`src/rtl/prio_arbiter.sv`:
```
// Eight-requester arbiter with registered one-hot grant, fixed or round-robin
// priority, a hold limit per grant and one mandatory idle cycle between grants.
module prio_arbiter #(
    parameter int MAX_HOLD = 16,
    parameter int HOLD_W   = 5
) (
    input  logic       clk,
    input  logic       rst_n,
    input  logic       en,
    input  logic       rr_mode,
    input  logic [7:0] req,
    output logic [7:0] gnt,
    output logic [2:0] gnt_id,
    output logic       gnt_valid
);

    typedef enum logic [0:0] {
        IDLE  = 1'b0,
        GRANT = 1'b1
    } state_t;

    localparam bit                HOLD_EN   = (MAX_HOLD != 0);
    localparam logic [HOLD_W-1:0] HOLD_LAST = HOLD_W'(MAX_HOLD - 1);
    localparam logic [HOLD_W-1:0] HOLD_ONE  = HOLD_W'(1);

    // Highest set index wins, matching the 8:3 priority encoder ordering.
    function automatic logic [2:0] fixed_pick(input logic [7:0] r);
        logic [2:0] w;
        w = 3'd0;
        for (int i = 0; i < 8; i++) begin
            w = r[i] ? 3'(i) : w;
        end
        return w;
    endfunction

    // First set bit searching downward from p, wrapping modulo 8.
    function automatic logic [2:0] rr_pick(input logic [7:0] r, input logic [2:0] p);
        logic [2:0] w;
        logic [2:0] idx;
        logic       found;
        w     = 3'd0;
        found = 1'b0;
        for (int k = 0; k < 8; k++) begin
            idx   = p - 3'(k);
            w     = (!found && r[idx]) ? idx : w;
            found = found | r[idx];
        end
        return w;
    endfunction

    state_t            state_r, state_s;
    logic [7:0]        gnt_r, gnt_s;
    logic [2:0]        gnt_id_r, gnt_id_s;
    logic              valid_r, valid_s;
    logic [2:0]        ptr_r, ptr_s;
    logic [HOLD_W-1:0] hold_r, hold_s;
    logic [2:0]        win_s;
    logic              release_s;

    // Next-state, winner selection and release evaluation.
    always_comb begin
        state_s   = state_r;
        gnt_s     = gnt_r;
        gnt_id_s  = gnt_id_r;
        valid_s   = valid_r;
        ptr_s     = ptr_r;
        hold_s    = hold_r;
        win_s     = rr_mode ? rr_pick(req, ptr_r) : fixed_pick(req);
        release_s = !en || !req[gnt_id_r] || (HOLD_EN && (hold_r == HOLD_LAST));
        case (state_r)
            IDLE: begin
                if (en && (req != 8'h00)) begin
                    gnt_s    = 8'h01 << win_s;
                    gnt_id_s = win_s;
                    valid_s  = 1'b1;
                    hold_s   = {HOLD_W{1'b0}};
                    state_s  = GRANT;
                    // The winner drops to lowest priority for the next decision.
                    ptr_s    = rr_mode ? (win_s - 3'd1) : ptr_r;
                end else begin
                    gnt_s   = 8'h00;
                    valid_s = 1'b0;
                end
            end
            GRANT: begin
                if (release_s) begin
                    gnt_s   = 8'h00;
                    valid_s = 1'b0;
                    state_s = IDLE;
                end else begin
                    hold_s  = hold_r + HOLD_ONE;
                end
            end
            default: begin
                gnt_s   = 8'h00;
                valid_s = 1'b0;
                state_s = IDLE;
            end
        endcase
    end

    // State and output registers with synchronous active-low reset.
    always_ff @(posedge clk) begin
        if (!rst_n) begin
            state_r  <= IDLE;
            gnt_r    <= 8'h00;
            gnt_id_r <= 3'd0;
            valid_r  <= 1'b0;
            ptr_r    <= 3'd7;
            hold_r   <= {HOLD_W{1'b0}};
        end else begin
            state_r  <= state_s;
            gnt_r    <= gnt_s;
            gnt_id_r <= gnt_id_s;
            valid_r  <= valid_s;
            ptr_r    <= ptr_s;
            hold_r   <= hold_s;
        end
    end

    assign gnt       = gnt_r;
    assign gnt_id    = gnt_id_r;
    assign gnt_valid = valid_r;

endmodule

```
`config.mk`:
```
export PLATFORM = sky130hd
export DESIGN_NAME = prio_arbiter
export DESIGN_NICKNAME = d
export VERILOG_FILES = /design/src/rtl/prio_arbiter.sv
export SDC_FILE = /design/constraint.sdc
export NUM_CORES = 1
export LEC_CHECK = 0
export BUFFER_PORTS_ARGS = -buffer_cell sky130_fd_sc_hd__buf_2
export CAP_MARGIN = 20
export CORE_ASPECT_RATIO = 1.25
export CORE_MARGIN = 2
export CORE_UTILIZATION = 59
export DETAILED_ROUTE_END_ITERATION = 16
export GPL_ROUTABILITY_DRIVEN = 0
export MAX_ROUTING_LAYER = met4
export PLACE_DENSITY = 0.92
export SYNTH_ARGS = -nofsm -noshare
export SYNTH_HDL_FRONTEND = slang
export SYNTH_SLANG_ARGS = --single-unit
```
`constraint.sdc`:
```
create_clock -name clk -period 5 [get_ports clk]
set_clock_uncertainty 0.2 [all_clocks]
set_input_delay 1.5 -clock clk [delete_from_list [all_inputs] [get_ports clk]]
set_output_delay 1.5 -clock clk [all_outputs]
set_load 0.005 [all_outputs]
```
==> results of run 1 <==
final cells by class:
type / count / area (um^2)
clock buffers: 3 / 41.29
clock inverters: 1 / 5.005
fillers: 291 / 1215
inverters: 10 / 37.54
multi-input cells: 185 / 1518
flip-flops and latches: 21 / 420.4
well taps: 39 / 48.80
repair buffers: 26 / 137.6
registers in the layout (all words and copies together) (netlist names):
signal     flops
gnt_id         3
gnt            8
state_r        1
hold_r         5
ptr_r          3
gnt_valid      1
stage by stage:
stage                     power, mW  std cells  instance area [um^2]
after detailed placement     0.4714        281                  2162
after floorplan              0.4185        233                  2064
after global placement       0.4618        281                  2162
after CTS                    0.5799        285                  2208
final                        0.5842        285                  2208
after global routing         0.6132        285                  2208
power by group through the flow:
stage | Clock (mW) | Sequential (mW) | Combinational, mW
after detailed placement | 0 | 0.190 | 0.281
final | 0.108 | 0.186 | 0.290
after global routing | 0.114 | 0.188 | 0.311
after global placement | 0 | 0.190 | 0.272
after CTS | 0.108 | 0.187 | 0.285
after floorplan | 0 | 0.186 | 0.232
per-layer routing:
metal	part of all wire	wire length, um
met5	0	0
met4	0.033	169
met3	0.048	245
met2	0.52	2660
met1	0.40	2027
kinds of logic after synthesis:
family | after synthesis | share of synthesized area
multiplexers | 28 | 0.2151
adder cells (fa/ha/maj) | 6 | 0.03636
buffers and inverters | 27 | 0.06121
flip-flops | 21 | 0.2036
AND/OR/NAND/NOR | 78 | 0.2000
XOR/XNOR | 7 | 0.02970
AO/OA/AOI/OAI | 66 | 0.2539
cells in the final DEF, fill, tap and decap left out, types with 3 or more instances in the layout:
master and n:
ha_1 6, a21o_1 3, o21a_1 3, buf_2 23, xnor2_1 4, and2_1 5, a22oi_1 4, nor4_1 4
buf_4 3, mux2i_1 8, clkbuf_8 3, xor2_1 3, o21ai_0 7, nand2b_1 3, nand3_1 3, nor2_1 18
inv_1 8, o211ai_1 5, nor2b_1 9, mux4_2 12, a21boi_0 3, o22a_1 4, mux2_1 3, dfxtp_1 21
a21oi_1 6, mux2_2 4, nand2_1 19, nand4_1 3
worst max-delay path by stage:
| stage | startpoint | to | slack (ps) | depth (start not counted) |
|---|---|---|---|---|
| floorplan | req[5] | gnt[0] | 530 | 12 |
| global placement | req[1] | gnt[0] | 410 | 11 |
| detailed placement | req[1] | gnt[0] | 330 | 11 |
| CTS | req[1] | gnt[4] | 560 | 11 |
| global route | req[1] | gnt[3] | 430 | 12 |
| finish | req[1] | gnt[4] | 540 | 11 |
==> qor.yml, run 1 <==
antenna_found_initial: 0
critical_path_arrival_ps: 4410
path_class: "in2reg"
switching_share: 0.3952
grt_use_met1: 0.3144
dieWidth_um: 56.91
yosys_warnings: 0
clk_latency_ps: 260
worst_hold_slack_ps: 270.9
power.leakage_nw: 0.8968
grt_max_degree: 20
post-cts-setup-buffers: 0
cts_resized: 0
cts_tree: "built"
grt_first_pass_wirelength_um: 8438
worstPathRequired_ps: 4950
ys_types: 66
final.period_utilization: 0.8914
synth_area_um2: 2064
worst_pin_slew_ps: 622.4
max_freq_mhz: 224.4
fp.coreArea_um2: 3423
via_count: 1917
hold_depth: 1
ys_top_cells_by_area: "dfxtp_1 20%, mux4_2 13%, mux2i_1 3.9%"
grt_use_met2: 0.4700
fin_tns_setup_ps: 0
setup_viol: 0
slowest_stage: "mux4_2"
rsz0062_at_grt: "no"
synthCells: 233
final_antenna_net_count: 0
cp-end-kind: "flop"
clock-sinks: 21
drcViolationCount: 0
dp_slack_ps: 326.0
min_from: "gnt_valid"
syn-mean-instance-area_um2: 8.860
synth_top_area_frac: 0.2036
min_path_type: "reg2reg"
grt_pass1_vias: 1820
wl_um: 5102
r2r_end: "gnt[4]"
synth_nets: 251
synth_edf_count: 0
max_stage_delay_ps: 550
yosysTopAreaCell: "dfxtp_1"
root_buffer: "clkbuf_8"
final_max_slew_viol_count: 0
path_clk_slew_ps: 70
crit_buf_inv: 2
async_flop_share: 0
grtUsageMet3: 0.02778
dpl.hpwl_um: 3867
first_pass_iters: 4
clk_path_buf_depth: 2
synth_common_cells: "21 x dfxtp_1, 19 x nand2_1, 18 x nor2_1"
h-tree-depth: 1
reg2reg_setup_slack_ps: 1030
pwr_density_cell_nw_per_um2: 264.5
num_antenna_cells: 0
synthFlopType: "dfxtp_1"
cp_max_fo: 9
overflow: 0
rows: 24
crit_chain: "buf_2, mux4_2, mux2_4, or2_1, or3_4, o2111a_1, a21oi_4, inv_2, ha_1, a22oi_1, nor2b_1"
synth-seq-area-share: 0.2036
drt-vias-per-instance: 6.726
power_frac_comb: 0.497
io_pins: 24
intPower_mw: 0.3533
critPathTopFamily: "multiplexers"
wl_per_cell_um: 17.90
slew_headroom: 0.5845
layout_setup_ws_ps: 542.8
holdPathEnd: "gnt_valid"
ys_ff_latch: 21
initial_core_util: 0.6031
share_seq_of_total_power: 0.319
synth.most_common_cell: "dfxtp_1"
numCtsBuffers: 3
fin_nets: 265
cap_violations: 0
switchingPower_mw: 0.2309
area_delta_synth_final_pct: 6.970
r2r_start: "ptr_r[0]"
die_h_um: 70.14
startpoint_type: "input port"
postLayoutCoreUtil: 0.6451
numPortBuffers: 23
grt_usage: 0.2703
holdBufCountCts: 0
clockPowerShare: 0.184
drive_gt1_frac: 0.2561
dr.first_iter.drc_count: 56
hold_viol: 0
status: "finished, final reports clean"
ir_drop_mv: 0.2771
r2r.worst_path.cells: 12
die_area_um2: 3991
grt.busiest_layer: "met2"
min_period_ps: 4457
Note: power is estimated with default switching activity, not from simulation.
==> inputs of run 2 (changes only) <==
--- a/config.mk
+++ b/config.mk
@@ -5,15 +5,16 @@
 export SDC_FILE = /design/constraint.sdc
 export NUM_CORES = 1
 export LEC_CHECK = 0
+export ABC_AREA = 1
 export BUFFER_PORTS_ARGS = -buffer_cell sky130_fd_sc_hd__buf_2
 export CAP_MARGIN = 20
 export CORE_ASPECT_RATIO = 1.25
 export CORE_MARGIN = 2
-export CORE_UTILIZATION = 59
+export CORE_UTILIZATION = 53
 export DETAILED_ROUTE_END_ITERATION = 16
 export GPL_ROUTABILITY_DRIVEN = 0
 export MAX_ROUTING_LAYER = met4
-export PLACE_DENSITY = 0.92
+export PLACE_DENSITY = 0.88
 export SYNTH_ARGS = -nofsm -noshare
 export SYNTH_HDL_FRONTEND = slang
 export SYNTH_SLANG_ARGS = --single-unit
==> constraint.sdc (replaced) <==
create_clock -name clk -period 3.9 [get_ports clk]
set_clock_uncertainty 0.2 [all_clocks]
set_input_delay 1.17 -clock clk [delete_from_list [all_inputs] [get_ports clk]]
set_output_delay 1.17 -clock clk [all_outputs]
set_load 0.005 [all_outputs]
==> qor.yml, run 2 <==
die_area_um2: 4134  # +3.6%
wl_per_cell_um: 12.48  # -30%
via_count: 1940  # +1.2%
grt_max_degree: 16  # -20%
ys_types: 44  # -33%
postLayoutCoreUtil: 0.6052  # -0.03986
post-cts-setup-buffers: 0  # unchanged
register_area_um2: 420.4  # unchanged
path_clk_slew_ps: 70  # about the same
fin_tns_setup_ps: 0  # unchanged
clk_latency_ps: 260  # about the same
fp.coreArea_um2: 3483  # +1.8%
min_period_ps: 3384
rsz0062_at_grt: "no"
min_path_type: "reg2reg"
synth_edf_count: 0  # unchanged
clock-sinks: 21  # unchanged
pwr_density_cell_nw_per_um2: 332.2  # +26%
yosysTopAreaCell: "dfxtp_1"
most-common-layout-cells: "74 x nand2_1, 33 x nand3_1, 28 x inv_1"
multiInputGateArea_um2: 1318  # -13%
drt-vias-per-instance: 5.465  # -19%
grt_pass1_vias: 1777  # -2.4%
numCtsBuffers: 3  # unchanged
synth_area_um2: 1926  # -6.7%
path_class: "reg2reg"
startpoint_type: "flop"
max_freq_mhz: 295.5
cp-end-kind: "flop"
dpl.hpwl_um: 3557  # -8.0%
cts_resized: 0  # unchanged
synth_common_cells: "74 x nand2_1, 33 x nand3_1, 28 x inv_1"
overflow: 0  # unchanged
h-tree-depth: 1  # unchanged
power.leakage_nw: 0.9871  # +10%
dieWidth_um: 57.91  # +1.8%
min_from: "gnt[3]"
cap_violations: 0  # unchanged
first_pass_iters: 4  # unchanged
io_pins: 24  # unchanged
final_max_slew_viol_count: 0  # unchanged
cts_tree: "built"
critical_path_arrival_ps: 3380  # -1030 ps
clk_path_buf_depth: 2  # unchanged
area_delta_synth_final_pct: 9.487
startpoint: "ptr_r[1]"
root_buffer: "clkbuf_8"
final.period_utilization: 0.8677
synthFlopType: "dfxtp_1"
hold_viol: 0  # unchanged
synth_nets: 310  # +24%
r2r_start: "ptr_r[1]"
grt_first_pass_wirelength_um: 7548  # -11%
layout_commonest_cell: "nand2_1"
yosys_warnings: 0  # unchanged
synth_top_area_frac: 0.2183  # +0.01469
grt_usage: 0.2309  # -0.03940
drcViolationCount: 0  # unchanged
n_fill_cell: 341  # +17%
synth.most_common_cell: "nand2_1"
largest_register_ffs: 8  # unchanged
dr.first_iter.drc_count: 104  # +86%
cp_max_fo: 11  # +2
fin_nets: 335  # +26%
numPortBuffers: 23  # unchanged
slew_headroom: 0.5590  # -0.02550
synth-seq-area-share: 0.2183  # +0.01469
async_flop_share: 0  # unchanged
ir_drop_mv: 0.3136  # +13%
antenna_found_initial: 0  # unchanged
initial_core_util: 0.5528  # -0.05027
drive_gt1_frac: 0.2405  # -0.01559
wl_um: 4430  # -13%
final_antenna_net_count: 0  # unchanged
worst_pin_slew_ps: 660.6  # +38.19 ps
worstPathRequired_ps: 3890  # -1060 ps
die_h_um: 71.39  # +1.8%
syn-mean-instance-area_um2: 6.595  # -26%
status: "finished, final reports clean"
synthCells: 292  # +25%
ys_ff_latch: 21  # unchanged
num_antenna_cells: 0  # unchanged
rows: 24  # unchanged
setup_viol: 0  # unchanged
holdBufCountCts: 0  # unchanged
ys_top_cells_by_area: "dfxtp_1 22%, nand2_1 14%, nand3_1 8.6%"
==> run 2: cell count changes in the layout (fill, tap and decap cells not counted), moves of 9 or more <==
cell,before,now
inv_1,8,28
mux4_2,12,0
nand2_1,19,74
nand2_2,0,12
nand3_1,3,33
nor2_1,18,27
nor2b_1,9,0
==> run 2: layer usage <==
metal | track usage | part of all wire
met5 | - | 0
met2 | 0.4230 | 0.54
met3 | 0.01444 | 0.041
met1 | 0.2559 | 0.40
met4 | 0.09044 | 0.025
==> run 2: logic make-up after synthesis <==
logic type | synth area share
flops | 0.2183
simple gates | 0.4646
fa+ha+maj | 0.03899
xor+xnor | 0.03314
compound gates | 0.1417
buf+inv | 0.09747
mux | 0.005848
==> run 2: area by class of cell <==
cell class,count,area share
timing repair buffer,26,0.06528
tap,39,0.02315
multi-input combinational,229,0.6249
inverter,36,0.06588
sequential,21,0.1994
clock buffer,4,0.02137
==> run 2: where the power goes <==
part           leakage [nW]  switching [mW]  internal [mW]
logic                 0.793           0.211          0.108
registers             0.171          0.0151          0.225
clock network        0.0228          0.0680         0.0728
==> run 2: worst paths after layout <==
check | slack [ps] | cells after the start | endpoint
setup / recovery | 520 | 20 | gnt[0]
hold / removal | 270 | 2 | gnt[3]
setup reg to reg | 520 | 20 | gnt[0]
hold reg to reg | 270 | 2 | gnt[3]
==> run 2: metrics by stage <==
step	total power, mW	setup slack, ps	area, um^2	cells	hold slack [ps]
after floorplan	0.4945	842.5	1926	292	256.9
after global placement	0.5550	461.3	2063	351	242.9
after detailed placement	0.5622	392.0	2063	351	252.3
after CTS	0.7015	536.5	2108	355	267.3
after global routing	0.7506	114.6	2108	355	294.3
final	0.7004	516.1	2108	355	265.5
==> run 2: worst max-delay path: stages (launching register included) <==
cell,delay [ps]
dfxtp_1,630
inv_4,100
ha_1,420
inv_2,200
nand3_1,100
nand2_1,130
nand2_1,80
nand2_2,120
inv_2,70
nand4_1,80
nand2_1,50
nor2_1,120
nand2_1,60
nor2_1,80
nand2_1,70
a21boi_1,230
ha_1,200
inv_1,40
nor2_1,130
nand2_1,70
a21oi_1,120
